==> config.mk <==
export PLATFORM = sky130hd
export DESIGN_NAME = addsub_arbiter
export DESIGN_NICKNAME = d
export VERILOG_FILES = /design/src/rtl/addsub_arb_pkg.sv /design/src/rtl/addsub32.sv /design/src/rtl/addsub_arbiter_rr.sv /design/src/rtl/addsub_arbiter.sv
export SDC_FILE = /design/constraint.sdc
export NUM_CORES = 1
export LEC_CHECK = 0
export BUFFER_PORTS_ARGS = -buffer_cell sky130_fd_sc_hd__clkbuf_2
export CORE_MARGIN = 4
export CORE_UTILIZATION = 45
export DETAILED_ROUTE_END_ITERATION = 8
export PLACE_DENSITY = 0.85
export REMOVE_ABC_BUFFERS = 1
export SYNTH_ARGS = -nofsm -noshare
export SYNTH_HDL_FRONTEND = slang
export SYNTH_SLANG_ARGS = --single-unit
==> constraint.sdc <==
create_clock -name clk -period 11.9 [get_ports clk]
set_clock_uncertainty 0.05 [all_clocks]
set_input_delay 2.975 -clock clk [delete_from_list [all_inputs] [get_ports clk]]
set_output_delay 2.975 -clock clk [all_outputs]
set_load 0.03 [all_outputs]
==> src/rtl/addsub_arb_pkg.sv <==
// rtl/addsub_arb_pkg.sv - shared types and helpers for the add/sub arbiter
package addsub_arb_pkg;

    typedef enum logic [1:0] {
        IDLE = 2'd0,
        EXEC = 2'd1,
        RESP = 2'd2
    } state_e;

    localparam int OPCNT_W = 16;

    // Increment that sticks at all-ones instead of wrapping
    function automatic logic [OPCNT_W-1:0] sat_inc(input logic [OPCNT_W-1:0] v);
        logic [OPCNT_W-1:0] r;
        if (v == {OPCNT_W{1'b1}}) begin
            r = v;
        end else begin
            r = v + 1'b1;
        end
        return r;
    endfunction

endpackage

==> src/rtl/addsub32.sv <==
// rtl/addsub32.sv - 32-bit ripple-carry adder/subtractor with carry-out and signed overflow
module addsub32 (
    input  logic [31:0] a_i,
    input  logic [31:0] b_i,
    input  logic        sub_i,
    output logic [31:0] sum_o,
    output logic        cout_o,
    output logic        v_o
);

    logic [31:0] bx;
    logic [32:0] c;

    // Subtraction is A + ~B + 1: invert B and inject the +1 as carry-in
    assign bx   = b_i ^ {32{sub_i}};
    assign c[0] = sub_i;

    for (genvar i = 0; i < 32; i++) begin : g_bit
        assign sum_o[i] = a_i[i] ^ bx[i] ^ c[i];
        assign c[i+1]   = (a_i[i] & bx[i]) | (c[i] & (a_i[i] ^ bx[i]));
    end

    assign cout_o = c[32];
    // Signed overflow: carry into the sign bit differs from carry out of it
    assign v_o    = c[32] ^ c[31];

endmodule

==> src/rtl/addsub_arbiter_rr.sv <==
// rtl/addsub_arbiter_rr.sv - round-robin picker: first request at or after the pointer
module rr_arbiter #(
    parameter int NREQ = 4,
    parameter int IDW  = 2
) (
    input  logic [NREQ-1:0] req_i,
    input  logic [IDW-1:0]  ptr_i,
    output logic [NREQ-1:0] grant_o,
    output logic [IDW-1:0]  idx_o,
    output logic            any_o
);

    // Walk the requesters starting at the pointer, wrapping, and keep the first hit
    always_comb begin
        int          j;
        logic [IDW-1:0] jj;
        grant_o = '0;
        idx_o   = '0;
        any_o   = 1'b0;
        j       = 0;
        jj      = '0;
        for (int k = 0; k < NREQ; k++) begin
            j  = (int'(ptr_i) + k) % NREQ;
            jj = IDW'(j);
            if (!any_o && req_i[jj]) begin
                any_o       = 1'b1;
                grant_o[jj] = 1'b1;
                idx_o       = jj;
            end
        end
    end

endmodule

==> src/rtl/addsub_arbiter.sv <==
// rtl/addsub_arbiter.sv - shares one addsub32 among NREQ requesters with round-robin grant
module addsub_arbiter
    import addsub_arb_pkg::*;
#(
    parameter int NREQ       = 4,
    parameter int WIDTH      = 32,   // must match the addsub32 datapath width
    parameter int SETTLE_CYC = 2,
    parameter int IDW        = $clog2(NREQ)
) (
    input  logic                  clk,
    input  logic                  rst_n,
    input  logic [NREQ-1:0]       req_valid,
    output logic [NREQ-1:0]       req_ready,
    input  logic [NREQ*WIDTH-1:0] req_a,
    input  logic [NREQ*WIDTH-1:0] req_b,
    input  logic [NREQ-1:0]       req_sub,
    output logic                  rsp_valid,
    input  logic                  rsp_ready,
    output logic [IDW-1:0]        rsp_id,
    output logic [WIDTH-1:0]      rsp_sum,
    output logic                  rsp_cout,
    output logic                  rsp_ovf,
    output logic                  busy,
    output logic [OPCNT_W-1:0]    op_count
);

    // cnt only has to hold SETTLE_CYC-1
    localparam int CNTW = (SETTLE_CYC > 1) ? $clog2(SETTLE_CYC) : 1;

    state_e               state_q;
    logic [IDW-1:0]       rr_ptr_q, rr_ptr_d;
    logic [CNTW-1:0]      cnt_q;
    logic [WIDTH-1:0]     a_q, b_q;
    logic                 sub_q;
    logic [IDW-1:0]       id_q;
    logic                 rsp_valid_q;
    logic [IDW-1:0]       rsp_id_q;
    logic [WIDTH-1:0]     rsp_sum_q;
    logic                 rsp_cout_q;
    logic                 rsp_ovf_q;
    logic [OPCNT_W-1:0]   op_count_q, op_count_d;

    logic [NREQ-1:0]      arb_grant;
    logic [IDW-1:0]       arb_idx;
    logic                 arb_any;

    logic [WIDTH-1:0]     a_sel, b_sel;
    logic                 sub_sel;

    logic [WIDTH-1:0]     sum_w;
    logic                 cout_w;
    logic                 v_w;

    rr_arbiter #(
        .NREQ (NREQ),
        .IDW  (IDW)
    ) u_rr (
        .req_i   (req_valid),
        .ptr_i   (rr_ptr_q),
        .grant_o (arb_grant),
        .idx_o   (arb_idx),
        .any_o   (arb_any)
    );

    // Operands seen by the adder come only from the latched copy, never from the live bus
    addsub32 u_addsub (
        .a_i    (a_q),
        .b_i    (b_q),
        .sub_i  (sub_q),
        .sum_o  (sum_w),
        .cout_o (cout_w),
        .v_o    (v_w)
    );

    // Route the granted requester's operands to the capture registers
    always_comb begin
        a_sel   = '0;
        b_sel   = '0;
        sub_sel = 1'b0;
        for (int i = 0; i < NREQ; i++) begin
            if (arb_idx == IDW'(i)) begin
                a_sel   = req_a[i*WIDTH +: WIDTH];
                b_sel   = req_b[i*WIDTH +: WIDTH];
                sub_sel = req_sub[i];
            end
        end
    end

    // Next pointer sits just past the winner; next completion count saturates
    always_comb begin
        rr_ptr_d   = IDW'((int'(arb_idx) + 1) % NREQ);
        op_count_d = sat_inc(op_count_q);
    end

    // Control FSM with all response state registered; reset drops any in-flight op
    always_ff @(posedge clk) begin
        if (!rst_n) begin
            state_q     <= IDLE;
            rr_ptr_q    <= '0;
            cnt_q       <= '0;
            a_q         <= '0;
            b_q         <= '0;
            sub_q       <= 1'b0;
            id_q        <= '0;
            rsp_valid_q <= 1'b0;
            rsp_id_q    <= '0;
            rsp_sum_q   <= '0;
            rsp_cout_q  <= 1'b0;
            rsp_ovf_q   <= 1'b0;
            op_count_q  <= '0;
        end else begin
            case (state_q)
                IDLE: begin
                    if (arb_any) begin
                        a_q      <= a_sel;
                        b_q      <= b_sel;
                        sub_q    <= sub_sel;
                        id_q     <= arb_idx;
                        rr_ptr_q <= rr_ptr_d;
                        cnt_q    <= CNTW'(SETTLE_CYC - 1);
                        state_q  <= EXEC;
                    end
                end
                EXEC: begin
                    if (cnt_q == '0) begin
                        rsp_sum_q   <= sum_w;
                        rsp_cout_q  <= cout_w;
                        rsp_ovf_q   <= v_w;
                        rsp_id_q    <= id_q;
                        rsp_valid_q <= 1'b1;
                        state_q     <= RESP;
                    end else begin
                        cnt_q <= cnt_q - 1'b1;
                    end
                end
                RESP: begin
                    if (rsp_ready) begin
                        rsp_valid_q <= 1'b0;
                        op_count_q  <= op_count_d;
                        state_q     <= IDLE;
                    end
                end
                default: begin
                    state_q <= IDLE;
                end
            endcase
        end
    end

    // Grant is offered only while idle and out of reset, so it is one-hot or zero
    assign req_ready = (state_q == IDLE && rst_n) ? arb_grant : '0;
    assign busy      = (state_q != IDLE);
    assign rsp_valid = rsp_valid_q;
    assign rsp_id    = rsp_id_q;
    assign rsp_sum   = rsp_sum_q;
    assign rsp_cout  = rsp_cout_q;
    assign rsp_ovf   = rsp_ovf_q;
    assign op_count  = op_count_q;

endmodule

# After elaboration in Yosys (flattened, before gate mapping)
# Index checks and enable logic that the tools add are counted.
# totals
ff_bits,125
in_bits,267
wordCells,276
# op_classes
n_addsub,6
order_cmp,8
eq_ne,9
muxes,51
bitwise_logic,167
reduce_logical,22
# op_table
cell,count
2-to-1 mux 32 bit,8
XOR 1 bit,65
AND 1 bit,64
bitwise OR 1 bit,32
XOR 32 bit,1
2-to-1 mux 1 bit,20
2-to-1 mux 4 bit,5
adder 16 x 1 -> 16 bit (second input constant),1
== test 16 bit (second input constant),1
2-to-1 mux 2 bit,7
less-than comparator 2 x 3 -> 1 bit (second input constant),4
bitwise OR 4 bit,3
AND reduction 3 bit,3
binary-select mux 1 bit (select 2 bit),4
demux 1 bit (select 2 bit),4
>= comparator 2 x 1 -> 1 bit (second input constant),4
logical AND 1 bit,8
== test 2 bit (second input constant),3
!= test 2 bit (second input constant),3
case mux 2 bit (3 select lines),1
AND reduction 2 bit,3
nonzero test 2 bit,3
adder 2 x 1 -> 2 bit (second input constant),2
adder 2 bit (second input constant),2
6 further kinds,12

# Depth between registers and ports, before layout
# logic_depth
ltp_word,67
depth_mapped,40
depth_no_buf,38

# Hierarchy
# From an unflattened synthesis, not the netlist that was laid out.
# hier_totals
cells_unflattened,1074
hier_area_um2,8282.9
# by_module_without_submodules
module,n_inst,cells_per_inst,area_each_um2
addsub_arbiter,1,899,6636.4
addsub32,1,130,1224.9
rr_arbiter,1,45,421.7

# Worst setup path before layout
# No wires, ideal clock.
# synth_path
path_kind,reg-to-reg
start,register sub_q
end,register rsp_sum_q[31] (netlist: rsp_sum[31])
setup_time_ps,132
arrival_time_ps,12974
required_time_ps,11718
slack_ps,-1256
stages_incl_launch_ff,40
n_path_buf,2
period_less_slack_ps,13156
path_cell_list,dfxtp_1 clkbuf_1 buf_1 xnor2_1 fa_1 fa_1 fa_1 fa_1 fa_1 fa_1 fa_1 fa_1 fa_1 fa_1 fa_1 fa_1 fa_1 fa_1 (+4 left out) fa_1 fa_1 fa_1 fa_1 fa_1 fa_1 fa_1 fa_1 fa_1 fa_1 fa_1 fa_1 fa_1 fa_1 inv_1 fa_1 nand2_1 a21oi_1
# synth_between
elab_chain_cells,65
# synth_lines
element,line_no,rtl
"start, declared",addsub_arbiter.sv:34,logic sub_q;
"start signal, assigned",addsub_arbiter.sv:117,sub_q <= sub_sel;
XOR 32 bit,addsub32.sv:15,assign bx = b_i ^ {32{sub_i}};
XOR 1 bit,addsub32.sv:20,assign c[i+1] = (a_i[i] & bx[i]) | (c[i] & (a_i[i] ^ bx[i]));
AND 1 bit,addsub32.sv:20,
bitwise OR 1 bit,addsub32.sv:20,
AND 1 bit,addsub32.sv:20,
bitwise OR 1 bit,addsub32.sv:20,
AND 1 bit,addsub32.sv:20,
bitwise OR 1 bit,addsub32.sv:20,
(+50 left out),n/a,
AND 1 bit,addsub32.sv:20,
bitwise OR 1 bit,addsub32.sv:20,
AND 1 bit,addsub32.sv:20,
bitwise OR 1 bit,addsub32.sv:20,
AND 1 bit,addsub32.sv:20,
bitwise OR 1 bit,addsub32.sv:20,
XOR 1 bit (*),addsub32.sv:19,assign sum_o[i] = a_i[i] ^ bx[i] ^ c[i];
named net sum_w[31],addsub_arbiter.sv:50,logic [WIDTH-1:0] sum_w;
"end signal, assigned",addsub_arbiter.sv:126,rsp_sum_q <= sum_w;
"end, declared",addsub_arbiter.sv:38,logic [WIDTH-1:0] rsp_sum_q;
# Mark *: on every way through the listed nets, which the timed path passes. The rest lies on a longest branch.
# A chain may end at the register's enable or synchronous reset.

# Worst setup path after layout
# Ends and elaborated chain as after synthesis.

==> reports/metrics.yaml <==
global_routing:
  gr-usage-met1: 0.264
  grt_most_used_layer: "met2"
  first_global_vias: 8041
  globalRouteTotalUtil: 0.221
  grt_overflow: 0
  grt_use_met3: 0.0486
  grt_util_met2: 0.392
  grt_max_degree: 83
  grt_first_pass_wirelength_um: 38900
  initial_antenna_violation_count: 0
timing:
  worst_slew_margin_rel: 0.193
  report.final.hold_viol_count: 0
  layout_worst_path_cycle_share: 1.00
  final_count_of_negative_setup_slack_endpoints: 1
  clock.fmax_ghz: 0.0837
  post-route-worst-setup-slack_ps: -48.0
  timing.final.crit_period_ps: 11950
  report.final.slew_viol_count: 0
  unrepaired_setup_endpoints_after_global_routing: "true"
  worst-slew-pin-transition_ps: 1210
critical_path:
  critical_path.slowest_cell: "sky130_fd_sc_hd__fa_2"
  worst_path_most_repeated_cell: "sky130_fd_sc_hd__fa_2"
  crit-reg2reg-capture: "rsp_sum[31]"
  crit_path_start_kind: "flop"
  crit_family: "adder cells"
  reg2reg_from: "sub_q"
  cp_required_ps: 12080
  crit_start: "sub_q"
  rr_worst_depth: 37
  end_kind: "flop"
  r2r_setup_slack_ps: -50
  cp_num_buf_inv: 3
  timing.setup.critical_path_class: "flop to flop"
  cp_max_stage_delay_ps: 430
  critPathMaxFanout: 3
  worstPathArrival_ps: 12130
worst_hold_path:
  min_path_cells: 2
  holdCritPathClass: "flop to flop"
  hold_path_startpoint: "rsp_sum[16]"
  hold_path_end: "rsp_sum[16]"
layout:
  drive_above_1_share: 0.357
  antenna_cells_inserted: 0
  stdcell_count: 1572
  areaGrowthSynthToFinish_pct: 27.8
  fin_nets: 1641
clock_tree:
  tritoncts.num_buffers: 17
  cts-hold-fix-buffers: 0
  clk_root_buffer_cell: "sky130_fd_sc_hd__clkbuf_16"
  clock_path_buffers: 2
  cts_num_sinks: 125
  htree_num_levels: 4
  cts_tree: "done"
  cts_clk_pin_slew_worst_paths_ps: 50
  clk-insertion-delay-late_ps: 410
floorplanning:
  die_h_um: 145
  core_region_area_um2: 18300
  design.die.area_um2: 21100
  row_count: 49
  initial_utilization: 0.464
  pin_count: 325
  die_outline_width_um: 145
synth:
  synth.top_cell.area_share: 0.295
  synth_adder_area_share: 0.0909
  synth_mux_area_frac: 0.0190
  yosys_most_used_dff: "sky130_fd_sc_hd__dfxtp_1"
  synth_top_cells_by_area: "sky130_fd_sc_hd__dfxtp_1, sky130_fd_sc_hd__a211oi_2, sky130_fd_sc_hd__a21oi_1"
  synth_top_family_by_area: "compound AO/OA/AOI/OAI gates"
  netlist_instances: 1070
  yosys_warnings: 0
  synth_cell_type_count: 51
  async_set_or_reset_register_ratio_after_synthesis: 0
  netlist_area_um2: 8480
  synth-compound-area-share: 0.326
  cell_type_with_the_largest_total_area_after_synthesis: "sky130_fd_sc_hd__dfxtp_1"
  synth-seq-cells: 125
  synthesized_area_fraction_occupied_by_xor_and_xnor_cells: 0.0444
  synth-edff-count: 0
  synthMostInstantiatedCell: "sky130_fd_sc_hd__a21oi_1"
  synth_top_cells_by_count: "sky130_fd_sc_hd__a21oi_1, sky130_fd_sc_hd__dfxtp_1, sky130_fd_sc_hd__nor2_1"
  avgSynthCellArea_um2: 7.92
  synth-simple-area-share: 0.130
  yosysSeqAreaShare: 0.295
status:
  violations: "setup timing"
  result_of_the_run: "complete, but fails checks"
power_and_ir_drop:
  proportion_of_total_power_due_to_net_switching: 0.484
  p_int_uw: 1700
  seq_power_share: 0.196
  power.share.combinational: 0.646
  peakVddDrop_mv: 0.134
  total_power_density_per_cell_area_nw_per_um2: 304
  power.static_leakage_uw: 0.00465
  part_of_the_total_power_dissipated_in_the_clock_network: 0.157
  netSwitchingPower_uw: 1590
routing:
  detail_route.vias_per_cell: 5.34
  dr_wl_cell_um: 15.5
  postRouteWirelength_um: 24400
  detail_route_antenna_nets: 0
  via_count: 8400
  final_routed_drc_violation_total: 0
  router_iterations_before_antenna_repair: 5
  drt_first_iter_violations: 456
place:
  detailedPlacementHpwl_um: 17800
  pre_cts_ws_ps: -1470
  port_buffers: 324
  gp_routability_congestion: 0.876
  dpl_cells: 1540
run:
  drv_cap: 0
final cells by class:
class                   instances  area [um^2]
repair buffers                337         1720
flip-flops and latches        125         2510
fillers                      1647         7440
multi-input cells             749         5350
well taps                     229          287
clock buffers                  24          472
clock inverters                 7          113
inverters                     101          382
layer usage:
layer / vias to the layer above / share of wire
li1: 4226 / -
met1: 3852 / 0.41
met2: 277 / 0.50
met3: 45 / 0.057
met4: 0 / 0.025
met5: - / 0
worst reg2reg max path: cells and delay by family (launching register included):
family / cells / cell delay (ps)
AOI/OAI and AO/OA: 1 / 50
xor gates and xnor gates: 1 / 130
adders and majority gates: 31 / 10920
buffers and inverters: 3 / 190
DFF: 1 / 370
and+or+nand+nor: 1 / 80
cell usage in the layout (no fill, tap or decap), drive strengths merged, types with 3 or more instances in the layout:
master  instances
nor2b          11
ha             12
nor3            7
bufinv          3
buf            13
fa             31
clkbuf        348
xor2            7
mux2i           6
nand2          89
inv           101
a211oi         98
a22oi          62
a21oi         143
xnor2          36
nand3           5
or3             3
mux4            4
nor3b           3
dfxtp         125
o21ai          64
nand4           6
a221oi          8
o31ai           7
clkinv          3
nand2b          5
nor2          119
sequential cells by signal, indices dropped and copies added (netlist names), 2 cells and up:
register / count
rsp_sum: 32
state_q: 2
a_q: 32
rsp_id: 2
rr_ptr_q: 2
id_q: 2
b_q: 32
op_count: 16
how the worst max path moves through the flow:
stage             endpoint  slack (ps)  cells past startpoint
5_1_grt        rsp_sum[31]        -280                     37
4_1_cts        rsp_sum[31]        -290                     37
6_report       rsp_sum[31]         -50                     37
3_5_place_dp   rsp_sum[31]       -1470                     37
2_1_floorplan  rsp_sum[31]       -1790                     37
3_3_place_gp   rsp_sum[31]       -1170                     37
kinds of logic (layout without fill, tap and decap cells):
logic type / Yosys count / in the layout
compound gates: 395 / 395
xor+xnor: 43 / 43
fa+ha+maj: 43 / 43
buf+inv: 196 / 469
flops: 125 / 125
mux: 11 / 11
simple gates: 257 / 257
per-stage QoR:
stage,power (uW),hold WS [ps],area [um^2],utilization,setup TNS (ps)
after floorplan,2250,382,8060,-,-7970
after global placement,2670,390,10100,0.554,-4250
after detailed placement,2730,398,10100,0.554,-5890
after CTS,3300,405,10800,0.591,-590
after global routing,3590,422,10800,0.593,-661
final,3300,405,10800,0.593,-48.0
power by group through the flow:
| stage | Combinational, uW | Sequential, uW | Clock [uW] |
|---|---|---|---|
| 6_report | 2130 | 647 | 519 |
| 3_5_place_dp | 2080 | 652 | 0 |
| 2_1_floorplan | 1530 | 726 | 0 |
| 3_3_place_gp | 2020 | 643 | 0 |
| 4_1_cts | 2130 | 646 | 528 |
| 5_1_grt | 2380 | 664 | 548 |
what timing repair did:
action | 4_1_cts | 5_1_grt
setup buffers | 1 | 0
resized for setup | 34 | 10
setup endpoints to repair | 6 | 4
gates cloned | 0 | 0
pin swaps | 7 | 7
Note: power is estimated with default switching activity, not from simulation.
